==> src/rtl/matrix_collector.sv <==
// matrix_collector: assembles a SIZE x SIZE raster-tagged element stream into one flattened matrix with valid/ready output
module matrix_collector #(
   parameter int SIZE      = 3,
   parameter int WIDTH_BIT = 8,
   parameter int DATA_W    = 8
)(
   input  logic                        clock,
   input  logic                        nreset,
   input  logic                        clear,
   input  logic                        in_valid,
   output logic                        in_ready,
   input  logic [DATA_W-1:0]           in_data,
   input  logic [WIDTH_BIT-1:0]        in_i,
   input  logic [WIDTH_BIT-1:0]        in_j,
   output logic                        out_valid,
   input  logic                        out_ready,
   output logic [SIZE*SIZE*DATA_W-1:0] out_matrix,
   output logic                        seq_err
);
   localparam logic [WIDTH_BIT-1:0] last_idx = WIDTH_BIT'(SIZE - 1);
   typedef enum logic {FILL, FULL} state_t;
   state_t                        state, state_nx;
   logic [WIDTH_BIT-1:0]          er, ec, er_nx, ec_nx;
   logic [SIZE*SIZE*DATA_W-1:0]   matrix_nx;
   logic                          accept, seq_err_nx;

   // next position, next state and tag check; the internal counters decide where data lands
   always_comb begin
      state_nx   = state;
      er_nx      = er;
      ec_nx      = ec;
      in_ready   = (state == FILL);
      out_valid  = (state == FULL);
      accept     = in_valid && in_ready;
      if (accept) begin
         ec_nx    = (ec == last_idx) ? '0 : ec + 1'b1;
         er_nx    = (ec == last_idx) ? ((er == last_idx) ? '0 : er + 1'b1) : er;
         state_nx = (er == last_idx && ec == last_idx) ? FULL : FILL;
      end else if (out_valid && out_ready) state_nx = FILL;
      seq_err_nx = seq_err | (accept && (in_i != er || in_j != ec));
   end

   // write the accepted element into its (er, ec) slot; other slots keep their old contents
   always_comb begin
      matrix_nx = out_matrix;
      for (int r = 0; r < SIZE; r++)
         for (int c = 0; c < SIZE; c++)
            if (accept && er == WIDTH_BIT'(r) && ec == WIDTH_BIT'(c))
               matrix_nx[(r*SIZE+c)*DATA_W +: DATA_W] = in_data;
   end

   // control state: async reset, then clear overrides any accept or handshake
   always_ff @(posedge clock or negedge nreset)
      if (!nreset) begin
         state   <= FILL;
         er      <= '0;
         ec      <= '0;
         seq_err <= 1'b0;
      end else if (clear) begin
         state   <= FILL;
         er      <= '0;
         ec      <= '0;
         seq_err <= 1'b0;
      end else begin
         state   <= state_nx;
         er      <= er_nx;
         ec      <= ec_nx;
         seq_err <= seq_err_nx;
      end

   // matrix storage: zeroed by reset or clear, otherwise updated element by element
   always_ff @(posedge clock or negedge nreset)
      if (!nreset) out_matrix <= '0;
      else if (clear) out_matrix <= '0;
      else out_matrix <= matrix_nx;
endmodule

==> config.mk <==
export PLATFORM = sky130hd
export DESIGN_NAME = matrix_collector
export DESIGN_NICKNAME = d
export VERILOG_FILES = /design/src/rtl/matrix_collector.sv
export SDC_FILE = /design/constraint.sdc
export NUM_CORES = 1
export LEC_CHECK = 0
export ABC_AREA = 1
export CAP_MARGIN = 20
export CORE_MARGIN = 10
export CORE_UTILIZATION = 30
export DETAILED_ROUTE_END_ITERATION = 7
export MAX_ROUTING_LAYER = met4
export SETUP_SLACK_MARGIN = 0.4
export SLEW_MARGIN = 20
export SYNTH_ARGS = -nofsm -noshare
export SYNTH_HDL_FRONTEND = slang
export SYNTH_SLANG_ARGS = --single-unit
==> constraint.sdc <==
create_clock -name clock -period 2 [get_ports clock]
set_input_delay 0.4 -clock clock [delete_from_list [all_inputs] [get_ports clock]]
set_output_delay 0.4 -clock clock [all_outputs]
set_load 0.005 [all_outputs]
==> flow_metrics.tcl, run 1 <==
set metrics [dict create \
    status "complete, no violations" \
    drcViolationCount 0 \
    synth_top_area_share_pct 50.7 \
    ys_warn_count 0 \
    synth.cell_area_sq_mm 0.00444 \
    p_leak_nw 3.62 \
    dp_cells 833 \
    cp.arrival_ns 1.88 \
    setup_viol 0 \
    cts.root.buffer_cell "clkbuf_16" \
    ir_drop_v 0.000374 \
    insertion_delay_ns 0.35 \
    place_ws_ns 0.0630 \
    path_buf_inv 1 \
    die_area_sq_mm 0.0201 \
    reg2reg_setup_slack_ns 0.40 \
    synth-seq-area-share_pct 50.7 \
    routed_wl_microns 14200 \
    overflow 0 \
    holdPathEnd "out_matrix[47]$_DFFE_PN0P_" \
    avgSynthCellArea_sq_um 8.08 \
    core_area_sq_mm 0.0145 \
    htreeDepth 3 \
    diodes 0 \
    power_density_mw_per_mm2 727 \
    drv_cap 0 \
    synth_edf_count 0 \
    die_y_microns 142 \
    yosysUniqueCellTypes 29 \
    gp_congestion 0.849 \
    synth_area_leaders "dfrtp_1, nand2_1, nand3_1" \
    r2r_cells 7 \
    period_needed_ns 1.60 \
    vias_per_cell 4.71 \
    first_pass_iters 5 \
    antenna_found_initial 0 \
    rows 44 \
    setup_slack_ns 0.400 \
    clkTransAtPathRegs_ns 0.07 \
    power_mw 4.69 \
    clk_path_buf_depth 2 \
    synthFlopType "dfrtp_1" \
    regToRegStartpoint "er[0]$_DFFE_PN0P_" \
    min_period_over_period_pct 80.0 \
    yosysMostFrequentCell "nand2_1" \
    final.setup_skew_ns 0.00916 \
    critPathLaunch "er[0]$_DFFE_PN0P_" \
    clock_sinks 90 \
    cp_slowest_cell "dfrtp_2" \
    slew_violations 0 \
    wire_per_inst_microns 16.0 \
    cp-start-kind "flop" \
    initial_core_util_pct 30.6 \
    crit_path_cell_trace "buf_4 > ha_1 > nand2_1 > nor3_1 > xor2_1 > nand3_2 > o21ai_1" \
    fin_cells 887 \
    drive_above_1_share_pct 19.3 \
    fin_util_pct 44.4 \
    ant_nets 0 \
    tns_ns 0 \
    syn2layout_area_growth_pct 45.4 \
    hold_path.class "flop to flop" \
    synth.largest_area_cell "dfrtp_1" \
    routed-via-count 4182 \
    critical_path.top_delay_family "simple AND/OR/NAND/NOR gates" \
    grt_pass1_wl_microns 22500 \
    ys_ff_latch 90 \
    cts_buffers 9 \
    tightest_slew_ns 0.656 \
    syn-num-nets 587 \
    fmax_mhz 625 \
    critPathMaxFanout 4 \
    cp-end-kind "flop" \
    io_buffer_count 103 \
    timing.rr.end "er[6]$_DFFE_PN0P_" \
    nNetsFinal 736 \
    syn_inst 550 \
    hpwl_microns 10200 \
    grt_start_max_net_pins 95 \
    synthArstFlopShare_pct 100 \
    num_io_pins 104 \
    synthTopCellsByCount "nand2_1, dfrtp_1, nand3_1" \
    drt_iter0_drc 264 \
    die_x_microns 142 \
    grt_pass1_vias 4148 \
    critPathMaxStageDelay_ns 0.38 \
    track_usage_pct 14.5 \
    maxSlewHeadroom_pct 56.1 \
    crit_type "flop to flop" \
    finalHoldViolations 0 \
    worstPathRequired_ns 2.28 \
    cts_tree "done" \
    hp-start "out_matrix[47]$_DFFE_PN0P_" \
    rsz0062_at_grt "true" \
    hold_depth 2 \
]
## how the worst max path moves through the flow
stage,slack (ns),endpoint,cells past startpoint
after global placement,0.07,out_matrix[9]$_DFFE_PN0P_,8
after detailed placement,0.06,out_matrix[32]$_DFFE_PN0P_,5
after CTS,0.39,out_matrix[23]$_DFFE_PN0P_,7
after global routing,0.30,er[6]$_DFFE_PN0P_,7
after floorplan,0.54,out_matrix[1]$_DFFE_PN0P_,10
final,0.40,er[6]$_DFFE_PN0P_,7
## through the flow
step	instance area, sq um	hold slack, ns
6_report	6460	0.502
5_1_grt	6460	0.536
4_1_cts	6130	0.507
3_5_place_dp	5750	0.351
3_3_place_gp	5750	0.340
2_1_floorplan	4440	0.104
## what timing repair did
action	in CTS	in global routing
pin swaps	6	15
cloned	0	1
endpoints found under the hold margin	25	0
hold buffers	1	0
setup buffers	15	22
resized for setup	82	44
setup endpoints to repair	151	81
## layer usage
layer	GRT usage, %	vias up	share of wire, %
li1	-	2065	-
met5	-	-	0
met1	18.3	1989	45
met2	21.5	111	47
met4	4.09	0	1.3
met3	4.91	17	6.8
## cell families (layout without fill, tap and decap cells)
| family | Yosys count | count (layout) | synth area share, % |
|---|---|---|---|
| simple gates | 341 | 341 | 35.7 |
| flops | 90 | 90 | 50.7 |
| buf+inv | 76 | 229 | 6.76 |
| compound gates | 28 | 28 | 3.24 |
| fa+ha+maj | 8 | 8 | 2.25 |
| xor+xnor | 7 | 7 | 1.38 |
## registers in the layout, indices dropped and copies added (netlist names)
register and cells:
out_matrix 72, ec 8, er 8, out_valid 1, seq_err 1
## power by group
group          total (mW)  switching (mW)  internal, mW
Sequential           2.00          0.0774          1.92
Combinational       0.986           0.575         0.411
Clock                1.71           0.744         0.963
Total                4.69            1.40          3.30
## layout by cell type, fill, tap and decap left out, drive strengths merged
| cell | Yosys | layout |
|---|---|---|
| a21oi | 4 | 4 |
| buf | 12 | 48 |
| bufinv | 0 | 1 |
| clkbuf | 2 | 10 |
| clkdlybuf4s50 | 0 | 27 |
| clkinv | 3 | 2 |
| clkinvlp | 0 | 4 |
| dfrtp | 90 | 90 |
| dlygate4sd2 | 0 | 75 |
| dlygate4sd3 | 0 | 1 |
| ha | 8 | 8 |
| inv | 59 | 61 |
| nand2 | 194 | 194 |
| nand3 | 87 | 87 |
| nand3b | 1 | 1 |
| nand4 | 19 | 19 |
| nor2 | 35 | 35 |
| nor3 | 5 | 5 |
| o21ai | 21 | 21 |
| o22ai | 3 | 3 |
| xor2 | 7 | 7 |
## final cells by class
class / instances / area [sq um]
multi-input combinational: 384 / 2010
clock buffer: 9 / 225
fill: 1478 / 8080
inverter: 62 / 251
clock inverter: 6 / 68.8
sequential: 90 / 2260
tap: 184 / 230
timing repair buffer: 152 / 1410
## tightest hold or removal path, cell delays in order (launching register included)
cell,delay [ns]
dfrtp_1,0.34
nand3_1,0.08
nand2_1,0.06
Power figures use the tool's default switching activity.
==> run 2: changes to the inputs <==
- clock period: 2 -> 1.43 ns (I/O delays scaled with it)
==> run 2 against run 1 <==
  * The run now ends with negative setup slack left
  * Clock-buffer cell count unchanged
  * Register-to-register slack worse by 0.48 ns
  * Final cell count up 10%
  * Sequential share of layout area down 3.5 points
  * Die area unchanged
  * Critical path type unchanged
  * Critical endpoint is now out_matrix[52]$_DFFE_PN0P_
  * Largest cell class unchanged
  * Largest power group unchanged
==> flow_metrics.tcl, run 2 (synthesis gave the netlist of run 1 again) <==
set metrics [dict create \
    largest_registers "out_matrix x72, ec x8, er x8" \
    slew_violations 0 \
    routed_wl_microns 14900 \
    diodes 0 \
    period_needed_ns 1.51 \
    fin_cells 977 \
    regToRegStartpoint "ec[1]$_DFFE_PN0P_" \
    critPathMaxFanout 8 \
    final_cell_mix "nand2_1, buf_4, dfrtp_1" \
    r2r_cells 9 \
    grt_pass1_wl_microns 23500 \
    top_register "out_matrix" \
    fin_util_pct 49.2 \
    core_area_sq_mm 0.0145 \
    p_clk_share_pct 35.9 \
    largest_register_ff_count 72 \
    ir_drop_v 0.000698 \
    crit_type "flop to flop" \
    place_ws_ns -0.324 \
    clkTransAtPathRegs_ns 0.08 \
    cp-end-kind "flop" \
    io_buffer_count 103 \
    drcViolationCount 0 \
    drt_iter0_drc 326 \
    rows 44 \
    cts.root.buffer_cell "clkbuf_16" \
    clk_path_buf_depth 2 \
    fin_area_sq_mm 0.00714 \
    syn2layout_area_growth_pct 60.8 \
    cp-start-kind "flop" \
    hold_path.class "primary input to async pin" \
    final.setup_skew_ns 0.0114 \
    first_pass_iters 4 \
    timing.rr.end "out_matrix[52]$_DFFE_PN0P_" \
    power_density_mw_per_mm2 1000 \
    maxSlewHeadroom_pct 52.3 \
    setup_viol 78 \
    routed-via-count 4635 \
    rsz0062_at_grt "true" \
    min_period_over_period_pct 106 \
    p_int_mw 4.94 \
    hpwl_microns 10500 \
    cts_buffers 9 \
    ant_nets 0 \
    crit_path_cell_trace "inv_2 > ha_2 > inv_2 > nor3_4 > buf_12 > nand2_8 > nand2_8 > nand2_1 > nand2_1" \
    reg2reg_setup_slack_ns -0.08 \
    finalHoldViolations 0 \
    fmax_mhz 662 \
    power_mw 7.16 \
    cts_tree "done" \
    violations "negative setup slack" \
    grt_pass1_vias 4555 \
    htreeDepth 3 \
    nNetsFinal 825 \
    clock_sinks 90 \
    die_area_sq_mm 0.0201 \
    num_io_pins 104 \
    power_frac_comb_pct 25.2 \
    grt_start_max_net_pins 91 \
    vias_per_cell 4.74 \
    cp.arrival_ns 1.80 \
    worstPathRequired_ns 1.72 \
    status "finished with violations" \
    drive_above_1_share_pct 41.2 \
    layout_commonest_cell "nand2_1" \
    track_usage_pct 14.8 \
    dp_cells 895 \
    gp_congestion 0.849 \
    seqPwrFrac_pct 38.8 \
    wire_per_inst_microns 15.3 \
    drv_cap 0 \
    sw_frac_of_total_pct 31.0 \
    die_y_microns 142 \
    die_x_microns 142 \
    insertion_delay_ns 0.35 \
    whs_ns 0.502 \
    p_switching_mw 2.22 \
    critPathMaxStageDelay_ns 0.41 \
    initial_core_util_pct 30.6 \
    overflow 0 \
    setup_slack_ns -0.0809 \
    tightest_slew_ns 0.713 \
    p_leak_nw 3.97 \
    cp_slowest_cell "dfrtp_1" \
    tns_ns -2.13 \
    antenna_found_initial 0 \
    place_area_sq_mm 0.00638 \
]
==> run 2: cell types whose count changed in the layout (fill, tap and decap cells not counted), moves of 8 or more <==
cell / previous run / this run
nand3_1: 82 / 72
nand2_2: 9 / 17
nand2_1: 178 / 167
dlygate4sd2_1: 75 / 0
nand3_2: 2 / 12
buf_2: 0 / 73
buf_6: 2 / 11
buf_4: 39 / 114
==> run 2: worst max-delay path by stage <==
stage | slack [ns] | start | cells after the start | end
2_1_floorplan | 0.02 | er[0]$_DFFE_PN0P_ | 9 | out_matrix[56]$_DFFE_PN0P_
3_3_place_gp | -0.32 | clear | 5 | out_matrix[51]$_DFFE_PN0P_
3_5_place_dp | -0.32 | in_valid | 9 | ec[4]$_DFFE_PN0P_
4_1_cts | -0.05 | ec[0]$_DFFE_PN0P_ | 9 | out_matrix[57]$_DFFE_PN0P_
5_1_grt | -0.18 | ec[1]$_DFFE_PN0P_ | 9 | out_matrix[55]$_DFFE_PN0P_
6_report | -0.08 | ec[1]$_DFFE_PN0P_ | 9 | out_matrix[52]$_DFFE_PN0P_
==> run 2: power groups by stage <==
stage	combinational [mW]	sequential, mW	clock, mW
final	1.81	2.78	2.57
after global placement	1.49	2.83	0
after global routing	1.97	2.80	2.71
after floorplan	0.641	2.83	0
after detailed placement	1.51	2.83	0
after CTS	1.59	2.77	2.61
==> run 2: area by class of cell <==
type / instances / area (sq um)
Fill cell: 1416 / 7390
Multi-Input combinational cell: 386 / 2190
Sequential cell: 90 / 2250
Timing Repair Buffer: 239 / 1890
Inverter: 62 / 267
Clock inverter: 7 / 95.1
Clock buffer: 9 / 225
Tap cell: 184 / 230
==> run 2: what timing repair did <==
| action | 4_1_cts | 5_1_grt |
|---|---|---|
| setup endpoints to repair | 165 | 165 |
| hold endpoints to repair | 13 | 0 |
| cloned | 1 | 2 |
| pin swaps | 17 | 63 |
| hold buffers | 1 | 0 |
| gates resized for setup | 329 | 50 |
| buffers inserted | 41 | 21 |
==> run 2: critical path, delay by kind of cell (launching register included) <==
kind / cells / cell delay, ns
DFF: 1 / 0.41
and+or+nand+nor: 5 / 0.53
buffers and inverters: 3 / 0.31
adders and majority gates: 1 / 0.18
==> run 2: metal layers <==
layer	track usage (%)	vias to the layer above	share of wire, %
met2	22.5	135	49
met3	3.64	18	5.6
met5	-	-	0
li1	-	2255	-
met1	19.3	2227	44
met4	4.20	0	1.6
==> run 3: changes to the inputs <==
- SLEW_MARGIN: 20 -> not set
==> results of run 3 <==
Final layout, timing and power as in run 2 (identical DEF).
